File: src/rtl/dfd_cla_match_event_gen_if.sv
// dfd_cla_match_event_gen_if: bundles match flags, qualifier config and event outputs of the CLA match-event qualifier
//   master: drives debug_signals_*_match, evt_enable/mode/polarity/threshold/clear; observes match_event/sticky/run_count/hit_count
//   slave : the qualifier side (inputs/outputs reversed)
interface dfd_cla_match_event_gen_if #(
  parameter int CNT_W     = 16,
  parameter int HIT_CNT_W = 32
);
  logic                 debug_signals_positive_match;
  logic                 debug_signals_negative_match;
  logic                 evt_enable;
  logic [1:0]           evt_mode;
  logic                 evt_polarity;
  logic [CNT_W-1:0]     evt_threshold;
  logic                 evt_clear;
  logic                 match_event;
  logic                 match_sticky;
  logic [CNT_W-1:0]     run_count;
  logic [HIT_CNT_W-1:0] hit_count;
  modport master (
    output debug_signals_positive_match, debug_signals_negative_match, evt_enable, evt_mode,
           evt_polarity, evt_threshold, evt_clear,
    input  match_event, match_sticky, run_count, hit_count
  );
  modport slave (
    input  debug_signals_positive_match, debug_signals_negative_match, evt_enable, evt_mode,
           evt_polarity, evt_threshold, evt_clear,
    output match_event, match_sticky, run_count, hit_count
  );
endinterface

File: src/rtl/dfd_cla_match_event_gen.sv
// dfd_cla_match_event_gen: qualifies registered CLA match flags into a level/rising/falling/duration trigger event
//   clock, reset_n : sole clock, asynchronous active-low reset
//   bus (slave)    : match flags + qualifier config in; match_event, match_sticky, run_count, hit_count out (all registered)
//   DFD_CLA_MATCH_EVT_HIT_CNT_EN : when defined, builds the saturating hit counter; otherwise hit_count is tied to 0
module dfd_cla_match_event_gen #(
  parameter int CNT_W     = 16,
  parameter int HIT_CNT_W = 32
) (
  input logic                      clock,
  input logic                      reset_n,
  dfd_cla_match_event_gen_if.slave bus
);
  typedef enum logic [1:0] {IDLE, ARMED, RUN, FIRED} state_t;
  state_t           state_q, state_d;
  logic             prev_sel_q, prev_sel_d;
  logic             event_q, event_d;
  logic             sticky_q, sticky_d;
  logic [1:0]       mode_q;
  logic             pol_q;
  logic [CNT_W-1:0] run_q, run_d, run_inc, thr_eff, run_dur;
  logic             sel, en, cfg_chg, fire;
  assign sel     = bus.evt_polarity ? bus.debug_signals_negative_match : bus.debug_signals_positive_match;
  assign en      = bus.evt_enable;
  assign cfg_chg = (bus.evt_mode != mode_q) || (bus.evt_polarity != pol_q);
  assign run_inc = &run_q ? run_q : run_q + 1'b1;
  assign thr_eff = (bus.evt_threshold == '0) ? CNT_W'(1) : bus.evt_threshold;
  // duration run length: a fresh run starts at 1 from ARMED, otherwise keeps counting
  assign run_dur = (state_q == ARMED) ? CNT_W'(1) : run_inc;
  // >= rather than == so a threshold lowered mid-run still fires once
  assign fire    = (state_q != FIRED) && (run_dur >= thr_eff);
  always_comb begin
    state_d    = state_q;
    prev_sel_d = sel;
    event_d    = 1'b0;
    run_d      = '0;
    if (bus.evt_clear) state_d = en ? ARMED : IDLE;
    else if (!en) state_d = IDLE;
    else if (state_q == IDLE || cfg_chg) state_d = ARMED;
    else if (bus.evt_mode != 2'd3) begin
      state_d = ARMED;
      run_d   = sel ? run_inc : '0;
      event_d = (bus.evt_mode == 2'd0) ? sel :
                (bus.evt_mode == 2'd1) ? (sel & ~prev_sel_q) : (~sel & prev_sel_q);
    end else if (!sel) state_d = ARMED;
    else begin
      run_d   = run_dur;
      event_d = fire;
      state_d = (fire || state_q == FIRED) ? FIRED : RUN;
    end
    sticky_d = bus.evt_clear ? 1'b0 : (sticky_q | event_d);
  end
`ifdef DFD_CLA_MATCH_EVT_HIT_CNT_EN
  logic [HIT_CNT_W-1:0] hit_q, hit_d;
  // counts the event register, so it trails match_event by one cycle
  assign hit_d = bus.evt_clear ? '0 : (event_q && !(&hit_q)) ? hit_q + 1'b1 : hit_q;
  assign bus.hit_count = hit_q;
`else
  assign bus.hit_count = {HIT_CNT_W{1'b0}};
`endif
  always_ff @(posedge clock or negedge reset_n)
    if (!reset_n) begin
      state_q    <= IDLE;
      prev_sel_q <= 1'b0;
      event_q    <= 1'b0;
      sticky_q   <= 1'b0;
      run_q      <= '0;
      mode_q     <= 2'd0;
      pol_q      <= 1'b0;
`ifdef DFD_CLA_MATCH_EVT_HIT_CNT_EN
      hit_q      <= '0;
`endif
    end else begin
      state_q    <= state_d;
      prev_sel_q <= prev_sel_d;
      event_q    <= event_d;
      sticky_q   <= sticky_d;
      run_q      <= run_d;
      mode_q     <= bus.evt_mode;
      pol_q      <= bus.evt_polarity;
`ifdef DFD_CLA_MATCH_EVT_HIT_CNT_EN
      hit_q      <= hit_d;
`endif
    end
  assign bus.match_event  = event_q;
  assign bus.match_sticky = sticky_q;
  assign bus.run_count    = run_q;
endmodule

File: src/flat_wrapper.sv
// flat-port wrapper written by rule: the top's interface ports become plain ports
module dfd_cla_match_event_gen_flat 
#(
  parameter int CNT_W     = 16,
  parameter int HIT_CNT_W = 32
)
  (clock, reset_n, bus_debug_signals_positive_match, bus_debug_signals_negative_match, bus_evt_enable, bus_evt_mode, bus_evt_polarity, bus_evt_threshold, bus_evt_clear, bus_match_event, bus_match_sticky, bus_run_count, bus_hit_count);
  dfd_cla_match_event_gen_if #(.CNT_W(CNT_W), .HIT_CNT_W(HIT_CNT_W)) bus_i ();
  input logic clock;
  input logic reset_n;
  input wire logic [$bits(bus_i.debug_signals_positive_match)-1:0] bus_debug_signals_positive_match;
  input wire logic [$bits(bus_i.debug_signals_negative_match)-1:0] bus_debug_signals_negative_match;
  input wire logic [$bits(bus_i.evt_enable)-1:0] bus_evt_enable;
  input wire logic [$bits(bus_i.evt_mode)-1:0] bus_evt_mode;
  input wire logic [$bits(bus_i.evt_polarity)-1:0] bus_evt_polarity;
  input wire logic [$bits(bus_i.evt_threshold)-1:0] bus_evt_threshold;
  input wire logic [$bits(bus_i.evt_clear)-1:0] bus_evt_clear;
  output wire logic [$bits(bus_i.match_event)-1:0] bus_match_event;
  output wire logic [$bits(bus_i.match_sticky)-1:0] bus_match_sticky;
  output wire logic [$bits(bus_i.run_count)-1:0] bus_run_count;
  output wire logic [$bits(bus_i.hit_count)-1:0] bus_hit_count;
  assign bus_i.debug_signals_positive_match = bus_debug_signals_positive_match;
  assign bus_i.debug_signals_negative_match = bus_debug_signals_negative_match;
  assign bus_i.evt_enable = bus_evt_enable;
  assign bus_i.evt_mode = bus_evt_mode;
  assign bus_i.evt_polarity = bus_evt_polarity;
  assign bus_i.evt_threshold = bus_evt_threshold;
  assign bus_i.evt_clear = bus_evt_clear;
  assign bus_match_event = bus_i.match_event;
  assign bus_match_sticky = bus_i.match_sticky;
  assign bus_run_count = bus_i.run_count;
  assign bus_hit_count = bus_i.hit_count;
  dfd_cla_match_event_gen #(.CNT_W(CNT_W), .HIT_CNT_W(HIT_CNT_W)) u_core (.clock(clock), .reset_n(reset_n), .bus(bus_i));
endmodule
File: config.mk
export PLATFORM = sky130hd
export DESIGN_NAME = dfd_cla_match_event_gen_flat
export DESIGN_NICKNAME = d
export VERILOG_FILES = /design/src/rtl/dfd_cla_match_event_gen_if.sv /design/src/rtl/dfd_cla_match_event_gen.sv /design/src/flat_wrapper.sv
export SDC_FILE = /design/constraint.sdc
export NUM_CORES = 1
export LEC_CHECK = 0
export CORE_MARGIN = 2
export CORE_UTILIZATION = 29
export CTS_CLUSTER_SIZE = 16
export DETAILED_ROUTE_END_ITERATION = 12
export GPL_TIMING_DRIVEN = 1
export HOLD_SLACK_MARGIN = 0.12
export SKIP_CTS_REPAIR_TIMING = 1
export SYNTH_ARGS = -nofsm -noshare
export SYNTH_HDL_FRONTEND = slang
export SYNTH_SLANG_ARGS = --single-unit
File: constraint.sdc
create_clock -name clock -period 5 [get_ports clock]
set_clock_uncertainty 0.2 [all_clocks]
set_input_delay 1.25 -clock clock [delete_from_list [all_inputs] [get_ports clock]]
set_output_delay 1.25 -clock clock [all_outputs]
set_load 0.01 [all_outputs]
==> flow_results.org <==
** Run status
- Result of the run :: completed

** Worst setup path
- The critical path goes through clkdlybuf4s50_1 > nor4_1 > a41o_1 > ha_1 > nand2b_1 > a2111oi_0 > or4b_1 > and4_4 > a41oi_1.
- Max Fanout on Critical Path :: 3
- The critical path is of the in2reg type.
- The largest individual stage delay along the critical path comes from the cell sky130_fd_sc_hd__nor4_1.
- Family with the most delay on the worst path :: simple AND/OR/NAND/NOR gates
- CP Data Required Time :: 4.93 ns
- Data arrives at the worst endpoint at 3.62 ns.
- CP bufs+invs :: 1
- On the worst path, the slowest cell contributes a delay of 0.43 ns.
- STA classifies the critical path startpoint as an input port.
- The worst setup path is captured at a flip-flop.

** Synthesis
- For this run, asynchronously set or reset flops after synthesis account for 100%.
- Yosys mapped a number of flops with a built-in enable equal to 0.
- Biggest area contributors in the synthesized netlist :: sky130_fd_sc_hd__dfrtp_1, sky130_fd_sc_hd__buf_4, sky130_fd_sc_hd__ha_1
- Post-Syn Area :: 1980 um^2
- Most frequent cells after synthesis :: sky130_fd_sc_hd__nor2_1, sky130_fd_sc_hd__buf_4, sky130_fd_sc_hd__dfrtp_1, sky130_fd_sc_hd__inv_1, sky130_fd_sc_hd__ha_1
- Number of unique standard cell types used by synthesis :: 42
- For this run, the number of Yosys warnings is 0.
- Synth Flop Type :: sky130_fd_sc_hd__dfrtp_1
- Sequential cells were found to cover 30.3% of the synthesized design area.
- Total of flip-flops plus latches after synthesis :: 24
- Most frequent cell after synthesis :: sky130_fd_sc_hd__nor2_1
- Syn Area/Cell :: 8.34 um^2
- Fraction of synthesized cell area taken by the top area cell type :: 30.3%
- After technology mapping, the gate count stands at 238.
- Cell taking the most area after synthesis :: sky130_fd_sc_hd__dfrtp_1

** GRT
- The initial antenna violation count was 0.
- Pin count of the biggest net entering global routing :: 25
- The first global-routing pass estimated 7120 um of wire.
- Aggregate global routing overflow :: 0
- Total global routing track utilization :: 11.6%
- Vias in the first global route :: 1550

** STA
- Hold WS :: 0.400 ns
- Worst slew slack as a fraction of its limit :: 29.4%
- Slew Limit Fails :: 0
- Summed over all failing endpoints, the final setup total negative slack is 0 ns.
- Final setup violation count :: 0
- Peak clock frequency supported by timing :: 0.271 GHz
- Post-route clock period utilization :: 73.9%
- Fin. Hold Viols :: 0
- For the pin with the worst max-slew slack, the measured transition is 1.06 ns.
- Setup repair after global routing left no endpoint under its margin.
- Post-layout min period :: 3.70 ns

** CTS
- The tree is rooted in a sky130_fd_sc_hd__clkbuf_8.
- TritonCTS built the clock tree.
- Number of clock sinks :: 24
- Worst-path clk slew :: 0.08 ns
- Clock latency at the later pin of the worst-skew pair :: 0.27 ns
- Clock buffers created by TritonCTS :: 3
- CTS built an H-tree with a depth of 1.
- Maximum root-to-sink buffer count :: 2

** Final layout
- Counting the fill cells in the layout gives 710.
- For this run, the post-layout net count is 323.
- Once layout is complete, the utilization of the core stands at 36.0%.
- The area growth from synthesis to layout is 21.8%.
- After routing the design area is 2420 um^2.
- Antenna Cells :: 0
- Proportion of layout cells with a drive suffix above 1 :: 4.64%

** Routing
- Detailed Routing Iterations Pass 1 :: 5
- The routed design has 4260 um of wire.
- Vias after detailed routing :: 1639
- Wire segments on met3 add up to 173 um in the final route.
- After detailed routing, the wire length on met1 is 1940 um.
- Wire per inst :: 11.8 um
- DRC violation total after the first TritonRoute iteration :: 123
- After detailed routing, the number of vias per cell comes to 4.55.
- In the routed design, unresolved DRC markers number 0.
- Signal routing reaches up to met4.
- Met2 routed wirelength :: 2090 um
- The count of nets left with antenna violations once routing finished came out at 0.

** Hold path
- Type of the most critical hold path :: reg2reg

** Floorplan
- The region available for standard cell placement spans 6720 um^2.
- The initial utilization of the core area, before any placement, comes to 29.5%.
- Number of rows created at floorplan :: 30
- Ports placed on the boundary :: 75
- Die ar. :: 7520 um^2
- Die height :: 86.7 um
- In this run the horizontal extent of the chip is 86.7 um.

** Power and ir drop
- VDD sags by at most 99.4 uV.
- PD cells :: 162 nW/um^2
- In this run switching power makes up 25.2% of total power.
- The share of total power dissipated in combinational logic is 15.6%.
- For this design the total switching power over the nets is 98.8 uW.
- For this design the static power due to leakage is 0.00108 uW.
- Of the total power, the clock network draws 34.0%.
- The internal portion of the total power is 293 uW.
- Per report_power, the sequential group accounts for 50.4% of the total.

** Placed design
- In this run the cell area measured after placement is 2360 um^2.
- Placer congestion estimate :: 0.917
- Input/output buffers :: 42
- Once detailed placement completed, the half-perimeter wirelength came to 3590 um.

** Job
- Max-cap violations in this run came to 0.
[layout make-up]
cell class / count / area, um^2 / share of cell area, %
well taps: 80 / 100 / 4.14
clock buffers: 4 / 55.1 / 2.28
multi-input cells: 192 / 1170 / 48.6
repair buffers: 42 / 420 / 17.4
inverters: 18 / 67.6 / 2.80
flip-flops and latches: 24 / 601 / 24.8
[power groups by stage]
stage / Clock [uW] / Sequential, uW / Combinational (uW)
2_1_floorplan: 0 / 202 / 49.2
3_3_place_gp: 0 / 202 / 60.5
3_5_place_dp: 0 / 202 / 61.5
4_1_cts: 136 / 198 / 61.7
5_1_grt: 142 / 198 / 69.1
6_report: 133 / 198 / 61.0
[worst reg2reg max path: cells and delay by family, from the launching register on]
kind            cells  cell delay (ns)
compound gates      1             0.19
fa+ha+maj           2             0.56
flops               1             0.42
mux                 1             0.24
simple gates        8             1.72
[metrics by stage]
stage / total power, uW / instances / setup WS, ns
after floorplan: 251 / 269 / 1.83
after global placement: 262 / 356 / 1.09
after detailed placement: 263 / 356 / 1.00
after CTS: 396 / 360 / 1.30
after global routing: 409 / 360 / 1.15
final: 392 / 360 / 1.30
[path summary, 6_finish.rpt]
path                                    startpoint  cells after the start                 endpoint  slack, ns
hold reg to reg            u_core.bus.match_sticky                      2  u_core.bus.match_sticky       0.40
setup / recovery              bus_evt_threshold[9]                      9        u_core.state_q[0]       1.30
min in group asynchronous                  reset_n                      1  u_core.bus.run_count[6]       1.35
max in group asynchronous                  reset_n                      1  u_core.bus.run_count[5]       2.61
setup reg to reg           u_core.bus.run_count[0]                     12        u_core.state_q[0]       1.59
hold / removal             u_core.bus.match_sticky                      2  u_core.bus.match_sticky       0.40
[state kept, by name (all words and copies together) (netlist names)]
name,flops
u_core.state_q,2
u_core.mode_q,2
u_core.bus.run_count,16
u_core.bus.match_sticky,1
u_core.pol_q,1
u_core.bus.match_event,1
u_core.prev_sel_q,1
[per-layer routing]
| layer | vias to the layer above | GRT usage, % |
|---|---|---|
| met2 | 49 | 20.3 |
| met5 | - | 0 |
| li1 | 835 | - |
| met1 | 749 | 15.0 |
| met4 | 0 | 3.55 |
| met3 | 6 | 1.52 |
[layout by cell type (no fill, tap or decap), drive strengths merged]
cell	instances
nand3	13
ha	17
or4b	1
mux2i	4
nor2	40
nand4	7
inv	18
nor3	7
nand2b	2
a21oi	9
nor2b	3
o21ai	11
and2	2
a2111oi	1
o41ai	1
and3	3
conb	32
xnor2	6
o21a	1
o211ai	1
and4	2
a41o	1
xor2	4
mux2	2
a311oi	1
nor4	4
clkbuf	4
or4	1
nand2	13
clkdlybuf4s50	42
o221ai	1
a41oi	1
dfrtp	24
a211oi	1
[logic make-up (layout without fill, tap and decap cells)]
family	after synthesis	after routing	share of synthesized area, %
compound gates	29	29	9.08
xor+xnor	10	10	4.41
fa+ha+maj	17	17	10.7
buf+inv	53	64	16.5
flops	24	24	30.3
mux	6	6	3.15
other cells	1	32	0.189
simple gates	98	98	25.7
No activity file was read; power rests on OpenSTA's default activity.
